`src/rtl/chebyshev_saturation.sv`:
```
// -----------------------------------------------------------------------------
// chebyshev_saturation
//
// Narrows a signed fixed-point sample from Q(I_BITS).F to
// Q(BOUNDARY_BIT_POSITION).F by dropping D = I_BITS - BOUNDARY_BIT_POSITION
// integer MSBs. Any sample that does not fit is clipped to the largest
// positive or most negative output code. Fractional bits pass through
// unchanged and no rounding is applied. The latency is one clock, and every
// output is registered.
//
// Parameters
//   WL                     input word length (two's complement)
//   I_BITS                 integer bits of data_in, sign included
//   BOUNDARY_BIT_POSITION  integer bits kept in data_out, sign included
//   O_BITS (derived)       WL - (I_BITS - BOUNDARY_BIT_POSITION)
//
// Ports
//   clk        rising-edge clock
//   rst_n      asynchronous active-low reset; clears every output register
//   in_valid   qualifies data_in
//   data_in    signed sample, WL bits
//   out_valid  qualifies data_out / sat_flag, one cycle after in_valid
//   data_out   signed saturated sample, O_BITS bits; holds while idle
//   sat_flag   the sample currently on data_out was clipped
//
// Optional status block, enabled by defining CHEBYSHEV_SATURATION_STATUS_EN
//   sat_clr    synchronous clear of sat_sticky and sat_count; it wins over a
//              clip counted in the same cycle
//   sat_sticky set by any clipped valid sample
//   sat_count  16-bit count of clipped valid samples; saturates at 0xFFFF
// -----------------------------------------------------------------------------
module chebyshev_saturation #(
  parameter int WL                    = 12,
  parameter int I_BITS                = 6,
  parameter int BOUNDARY_BIT_POSITION = 3
) (
  input  logic                                                      clk,
  input  logic                                                      rst_n,
  input  logic                                                      in_valid,
  input  logic signed [WL-1:0]                                      data_in,
`ifdef CHEBYSHEV_SATURATION_STATUS_EN
  input  logic                                                      sat_clr,
  output logic                                                      sat_sticky,
  output logic        [15:0]                                        sat_count,
`endif
  output logic                                                      out_valid,
  output logic signed [WL-(I_BITS-BOUNDARY_BIT_POSITION)-1:0]       data_out,
  output logic                                                      sat_flag
);

  localparam int D      = I_BITS - BOUNDARY_BIT_POSITION;
  localparam int O_BITS = WL - D;

  // Reject configurations that would give an empty or negative output word.
  generate
    if (!((BOUNDARY_BIT_POSITION >= 1) && (BOUNDARY_BIT_POSITION < I_BITS) &&
          (I_BITS <= WL))) begin : g_bad_params
      $error("chebyshev_saturation: need 1 <= BOUNDARY_BIT_POSITION < I_BITS <= WL");
    end
  endgenerate

  // The sample fits only when the D dropped MSBs and the new sign bit all
  // agree. That makes D+1 identical bits.
  function automatic logic is_overflow(input logic signed [WL-1:0] d);
    logic [D:0] head;
    head = d[WL-1:O_BITS-1];
    return !((head == '0) || (head == '1));
  endfunction

  // Clip to the extreme codes. In-range samples keep their low O_BITS bits.
  function automatic logic signed [O_BITS-1:0] saturate(input logic signed [WL-1:0] d);
    logic signed [O_BITS-1:0] r;
    if (!is_overflow(d)) begin
      r = d[O_BITS-1:0];
    end else if (d[WL-1] == 1'b0) begin
      r = {1'b0, {(O_BITS-1){1'b1}}};
    end else begin
      r = {1'b1, {(O_BITS-1){1'b0}}};
    end
    return r;
  endfunction

  // ---- stage p0: combinational overflow detection and clipping ----
  logic                     ovf_p0;
  logic signed [O_BITS-1:0] data_p0;
  logic                     vld_p0;

  always_comb begin
    vld_p0  = in_valid;
    ovf_p0  = is_overflow(data_in);
    data_p0 = saturate(data_in);
  end

  // ---- stage p1: output registers ----
  logic                     vld_p1;
  logic signed [O_BITS-1:0] data_p1;
  logic                     sat_p1;

  // Data and flag load only with a valid sample, so they hold while idle.
  always_ff @(posedge clk or negedge rst_n) begin
    if (!rst_n) begin
      vld_p1  <= 1'b0;
      data_p1 <= '0;
      sat_p1  <= 1'b0;
    end else begin
      vld_p1 <= vld_p0;
      if (vld_p0) begin
        data_p1 <= data_p0;
        sat_p1  <= ovf_p0;
      end
    end
  end

  assign out_valid = vld_p1;
  assign data_out  = data_p1;
  assign sat_flag  = sat_p1;

`ifdef CHEBYSHEV_SATURATION_STATUS_EN
  // ---- status: sticky clip indicator and saturating clip counter ----
  logic        sticky_p1;
  logic [15:0] count_p1;

  always_ff @(posedge clk or negedge rst_n) begin
    if (!rst_n) begin
      sticky_p1 <= 1'b0;
      count_p1  <= '0;
    end else if (sat_clr) begin
      sticky_p1 <= 1'b0;
      count_p1  <= '0;
    end else if (vld_p0 && ovf_p0) begin
      sticky_p1 <= 1'b1;
      if (count_p1 != 16'hFFFF) begin
        count_p1 <= count_p1 + 16'd1;
      end
    end
  end

  assign sat_sticky = sticky_p1;
  assign sat_count  = count_p1;
`endif

endmodule

```
`config.mk`:
```
export PLATFORM = sky130hd
export DESIGN_NAME = chebyshev_saturation
export DESIGN_NICKNAME = d
export VERILOG_FILES = /design/src/rtl/chebyshev_saturation.sv
export SDC_FILE = /design/constraint.sdc
export NUM_CORES = 1
export LEC_CHECK = 0
export BUFFER_PORTS_ARGS = -buffer_cell sky130_fd_sc_hd__buf_4
export CAP_MARGIN = 20
export CORE_AREA = 4 4 41 43
export CTS_CLUSTER_DIAMETER = 40
export DETAILED_ROUTE_END_ITERATION = 8
export DIE_AREA = 0 0 45 47
export PLACE_DENSITY = 0.66
export SLEW_MARGIN = 20
export SYNTH_ARGS = -nofsm -noshare
export SYNTH_HDL_FRONTEND = slang
export SYNTH_SLANG_ARGS = --single-unit
```
`constraint.sdc`:
```
create_clock -name clk -period 1.1 [get_ports clk]
set_clock_uncertainty 0.15 [all_clocks]
set_input_delay 0.055 -clock clk [delete_from_list [all_inputs] [get_ports clk]]
set_output_delay 0.055 -clock clk [all_outputs]
set_load 0.05 [all_outputs]
```
==> results.cfg, run 1 <==
[status]
status = complete, but fails checks
failed_checks = negative hold slack

[sta]
relSlewSlack_pct = 79.6
final.period_utilization_pct = 96.7
fin_tns_setup_ns = 0
layout_min_cycle_time_ns = 1.06
rsz0062_at_grt = no
fmax_mhz = 941
hold_viol_final = 8
setup_viol = 0
hold_ws_ns = -0.0120
tightestPinTransition_ns = 0.304
final_max_slew_viol_count = 0

[hold_path]
holdCritStartpoint = in_valid
min_to = data_out[4]
min_path_type = input pin to flip-flop
min_path_cells = 3

[cts]
cts_tree = done
clock_sinks = 11
htree_levels = 1
ctsLongestPathBuffers = 2
cts_root_buf = clkbuf_4
clk_pin_slew_ns = 0.07
insertion_delay_ns = 0.27
cts_buffers = 3
post_cts_buffers = 0

[yosys]
synthCells = 44
synth_area_um2 = 467
yosysSeqAreaShare_pct = 59.0
yosys.cell_types.count = 11
ys_warn_count = 0
avgSynthCellArea_um2 = 10.6
syn_nets = 59
yosys_register_bits = 11

[critical_path]
start_kind = flip-flop
crit_family = flip-flops
worst-setup-path-type = flip-flop to output port
crit_buf_inv = 1
crit_fanout = 2
worstPathRequired_ns = 0.89
reg2reg_depth = 1
r2r-start = sat_flag
cp-startpoint = data_out[7]
reg2reg_to = sat_flag
crit_arrival_ns = 0.86
cp_slowest_stage_delay_ns = 0.40
crit_chain = buf_4
crit_path_end_kind = output port
slowest_stage = dfrtp_1
rrSetupSlack_ns = 0.18

[routing]
vias_per_cell = 4.87
wl_per_cell_um = 13.9
num_vias = 482
wirelength_mm = 1.38
drc_errors = 0
drt-initial-drc-count = 6
firstDrtPassIters = 4
postRouteAntennaNets = 0

[power]
p_total_w = 0.00110
p_per_area_nw_per_um2 = 1350
irDropWorstVdd_uv = 774
power.static_leakage_nw = 0.362

[final_layout]
fill_cells = 119
final_nets = 100
final_common_cell = buf_4
multi_input_area_um2 = 181
diodes = 0
regArea_um2 = 278
layout-drive-gt1-share_pct = 44.0
final_cell_mix = buf_4 (27), dlygate4sd3_1 (10), dfrtp_1 (9)
syn_to_final_growth_pct = 75.3

[global_route]
antenna_found_initial = 0
grt_pass1_wl_mm = 2.28
grt-ovfl-total = 0
grt_pass1_vias = 502
grt_start_max_net_pins = 13
grt_usage_pct = 15.6

[place]
dp_hpwl_um = 893
portBuffers = 25
routabilityCongestion = 0.795

[run]
drv_cap = 0

[floorplan]
die_area_um2 = 2120
std_cell_rows = 13
core-area_um2 = 1300
dieHeight_um = 47
die_w_um = 45
initial_core_util_pct = 35.9
io_pins = 26
==> where the power goes <==
part / total, W / switching [W] / internal, W
registers: 0.000468 / 0.0000233 / 0.000445
logic: 0.000359 / 0.000221 / 0.000137
clock network: 0.000278 / 0.000138 / 0.000140
total: 0.00110 / 0.000382 / 0.000722
==> cells in the mapped netlist <==
library cell | n | area (um^2)
o21ai_0 | 8 | 40.0
o21a_1 | 1 | 7.51
nor2_2 | 1 | 6.26
buf_2 | 2 | 10.0
nor2_1 | 8 | 30.0
and4_1 | 1 | 8.76
mux2_2 | 2 | 22.5
nor4_4 | 1 | 21.3
dfrtp_1 | 11 | 275
a21oi_1 | 8 | 40.0
nor3_1 | 1 | 5.00
==> per-stage QoR <==
stage	instance area [um^2]	setup slack, ns	utilization (%)	std cells
after floorplan	469	0.0476	-	44
after global placement	688	-0.0825	52.9	85
after detailed placement	688	-0.0854	52.9	85
after CTS	805	0.0293	61.8	98
after global routing	818	0.00880	62.9	99
final	818	0.0368	62.9	99
==> worst max-delay path by stage <==
stage,slack (ns),depth (start not counted),endpoint
finish,0.04,1,data_out[7]
global route,0.009,1,data_out[0]
CTS,0.03,1,data_out[5]
detailed placement,-0.09,5,data_out[5]
global placement,-0.08,5,data_out[2]
floorplan,0.05,1,data_out[8]
==> sequential cells by signal (all words and copies together) (netlist names) <==
signal	count
data_out	9
out_valid	1
sat_flag	1
==> layer usage <==
| metal | global-route usage, % | up-vias | wire [um] |
|---|---|---|---|
| li1 | - | 236 | - |
| met1 | 16.7 | 231 | 531 |
| met5 | 0 | - | 0 |
| met4 | 7.02 | 0 | 11 |
| met2 | 28.5 | 13 | 766 |
| met3 | 4.21 | 2 | 72 |
==> repair_timing <==
item	CTS	global route
endpoints found under the setup margin	0	1
hold endpoints to repair	22	1
hold buffers	9	1
gates resized for setup	0	1
==> layout make-up <==
type	instances	share of cell area, %
clock buffers	4	3.21
multi-input cells	31	22.2
flip-flops and latches	11	33.9
well taps	15	2.29
repair buffers	38	38.4
==> kinds of logic (layout without fill, tap and decap cells) <==
logic type / count (synthesis) / in the layout / share of synthesized area, %
buffers and inverters: 2 / 42 / 2.14
DFF: 11 / 11 / 59.0
muxes: 2 / 2 / 4.83
and+or+nand+nor: 12 / 12 / 15.3
AOI/OAI and AO/OA: 17 / 17 / 18.8
No activity file was read; power rests on OpenSTA's default activity.
==> run 2, diff against run 1 <==
--- a/config.mk
+++ b/config.mk
@@ -7,10 +7,10 @@
 export LEC_CHECK = 0
 export BUFFER_PORTS_ARGS = -buffer_cell sky130_fd_sc_hd__buf_4
 export CAP_MARGIN = 20
-export CORE_AREA = 4 4 41 43
+export CORE_AREA = 2 2 39 41
 export CTS_CLUSTER_DIAMETER = 40
 export DETAILED_ROUTE_END_ITERATION = 8
-export DIE_AREA = 0 0 45 47
+export DIE_AREA = 0 0 41 43
 export PLACE_DENSITY = 0.66
 export SLEW_MARGIN = 20
 export SYNTH_ARGS = -nofsm -noshare
==> constraint.sdc (replaced) <==
create_clock -name clk -period 1.1 [get_ports clk]
set_clock_uncertainty 0.15 [all_clocks]
set_input_delay 0.165 -clock clk [delete_from_list [all_inputs] [get_ports clk]]
set_output_delay 0.165 -clock clk [all_outputs]
set_load 0.05 [all_outputs]
==> results.cfg, run 2 (synthesized netlist as in run 1, its figures left out) <==
[final_layout]
layout-drive-gt1-share_pct = 51.3
fill_cells = 134
final_nets = 94
final_common_cell = buf_4
largest_reg_flops = 9
fin_util_pct = 57.1
final_cell_mix = buf_4 (20), buf_6 (11), dfrtp_1 (9)
diodes = 0
syn_to_final_growth_pct = 69.2

[cts]
clock_sinks = 11
cts_buffers = 3
cts_root_buf = clkbuf_4
clk_pin_slew_ns = 0.07
insertion_delay_ns = 0.26
htree_levels = 1
cts_tree = done
ctsLongestPathBuffers = 2

[place]
portBuffers = 25
dp_hpwl_um = 879
routabilityCongestion = 0.655

[critical_path]
crit_arrival_ns = 0.82
reg2reg_depth = 4
crit_path_end_kind = output port
crit_chain = buf_6
worstPathRequired_ns = 0.78
slowest_stage = dfrtp_2
rrSetupSlack_ns = 0.06
crit_fanout = 2
crit_buf_inv = 1
worst-setup-path-type = flip-flop to output port
crit_family = flip-flops
reg2reg_to = data_out[5]
r2r-start = data_out[5]
start_kind = flip-flop
cp_slowest_stage_delay_ns = 0.41

[power]
clkPwrFrac_pct = 24.5
power.static_leakage_nw = 0.352
irDropWorstVdd_uv = 699
comb_power_share_pct = 33.1
seqPwrFrac_pct = 42.4
switchingPower_w = 0.000374
p_per_area_nw_per_um2 = 1410
intPower_w = 0.000738
swShare_pct = 33.6

[routing]
wirelength_mm = 1.13
num_vias = 449
wl_per_cell_um = 12.0
firstDrtPassIters = 3
postRouteAntennaNets = 0
vias_per_cell = 4.78
drt-initial-drc-count = 6
drc_errors = 0

[status]
status = complete, but fails checks
failed_checks = negative setup slack

[sta]
rsz0062_at_grt = yes
hold_viol_final = 0
final_max_slew_viol_count = 0
tightestPinTransition_ns = 0.283
final.period_utilization_pct = 103
fmax_mhz = 880
layout_min_cycle_time_ns = 1.14
setup_ws_ns = -0.0362
hold_ws_ns = 0.0201
relSlewSlack_pct = 81.1
setup_viol = 11

[floorplan]
die_area_um2 = 1760
initial_core_util_pct = 33.7
io_pins = 26
core-area_um2 = 1380
dieHeight_um = 43
std_cell_rows = 14
die_w_um = 41

[run]
drv_cap = 0

[global_route]
grt_pass1_wl_mm = 1.79
grt_usage_pct = 15.2
grt_start_max_net_pins = 12
antenna_found_initial = 0
grt-ovfl-total = 0
grt_pass1_vias = 453

[hold_path]
min_path_cells = 3
holdCritStartpoint = data_in[1]
min_to = data_out[1]
min_path_type = input pin to flip-flop
[run 2: metrics by stage]
stage               std cells  worst slack (ns)  setup TNS [ns]  power [W]  instance area [um^2]
CTS                        92           -0.0470          -0.352    0.00111                   774
global route               94           -0.0690          -0.664    0.00118                   790
detailed placement         86            -0.174           -1.41   0.000799                   689
global placement           86            -0.149           -1.25   0.000797                   689
floorplan                  44           -0.0147         -0.0147   0.000663                   469
finish                     94           -0.0362          -0.271    0.00111                   790
[run 2: final cells by class]
class / count / area, um^2 / area share (%)
sequential: 11 / 278 / 35.2
timing repair buffer: 32 / 284 / 36.0
clock buffer: 4 / 26.3 / 3.33
multi-input combinational: 31 / 181 / 23.0
tap: 16 / 20.0 / 2.54
[run 2: per-layer routing]
layer | global-route usage [%] | routed length (um)
met4 | 8.00 | 25
met5 | 0 | 0
met1 | 16.5 | 459
met3 | 3.66 | 89
met2 | 25.3 | 554
[run 2: worst max-delay path by stage]
stage	to	startpoint	cells after the start
after floorplan	sat_flag	data_in[11]	3
after global placement	data_out[5]	data_in[11]	5
after detailed placement	data_out[4]	data_in[11]	5
after CTS	sat_flag	sat_flag	1
after global routing	sat_flag	sat_flag	1
final	sat_flag	sat_flag	1
[run 2: timing repair]
item	4_1_cts	5_1_grt
endpoints found under the hold margin	11	0
gates resized for setup	11	0
hold buffers	1	0
setup endpoints to repair	11	11
pin swaps	0	0
buffers inserted	1	2
[run 2: power by group through the flow]
stage | clock network (W) | logic [W] | registers, W
after floorplan | 0 | 0.0000504 | 0.000613
after global placement | 0 | 0.000326 | 0.000471
after detailed placement | 0 | 0.000327 | 0.000472
after CTS | 0.000280 | 0.000360 | 0.000471
after global routing | 0.000310 | 0.000393 | 0.000477
final | 0.000272 | 0.000368 | 0.000471
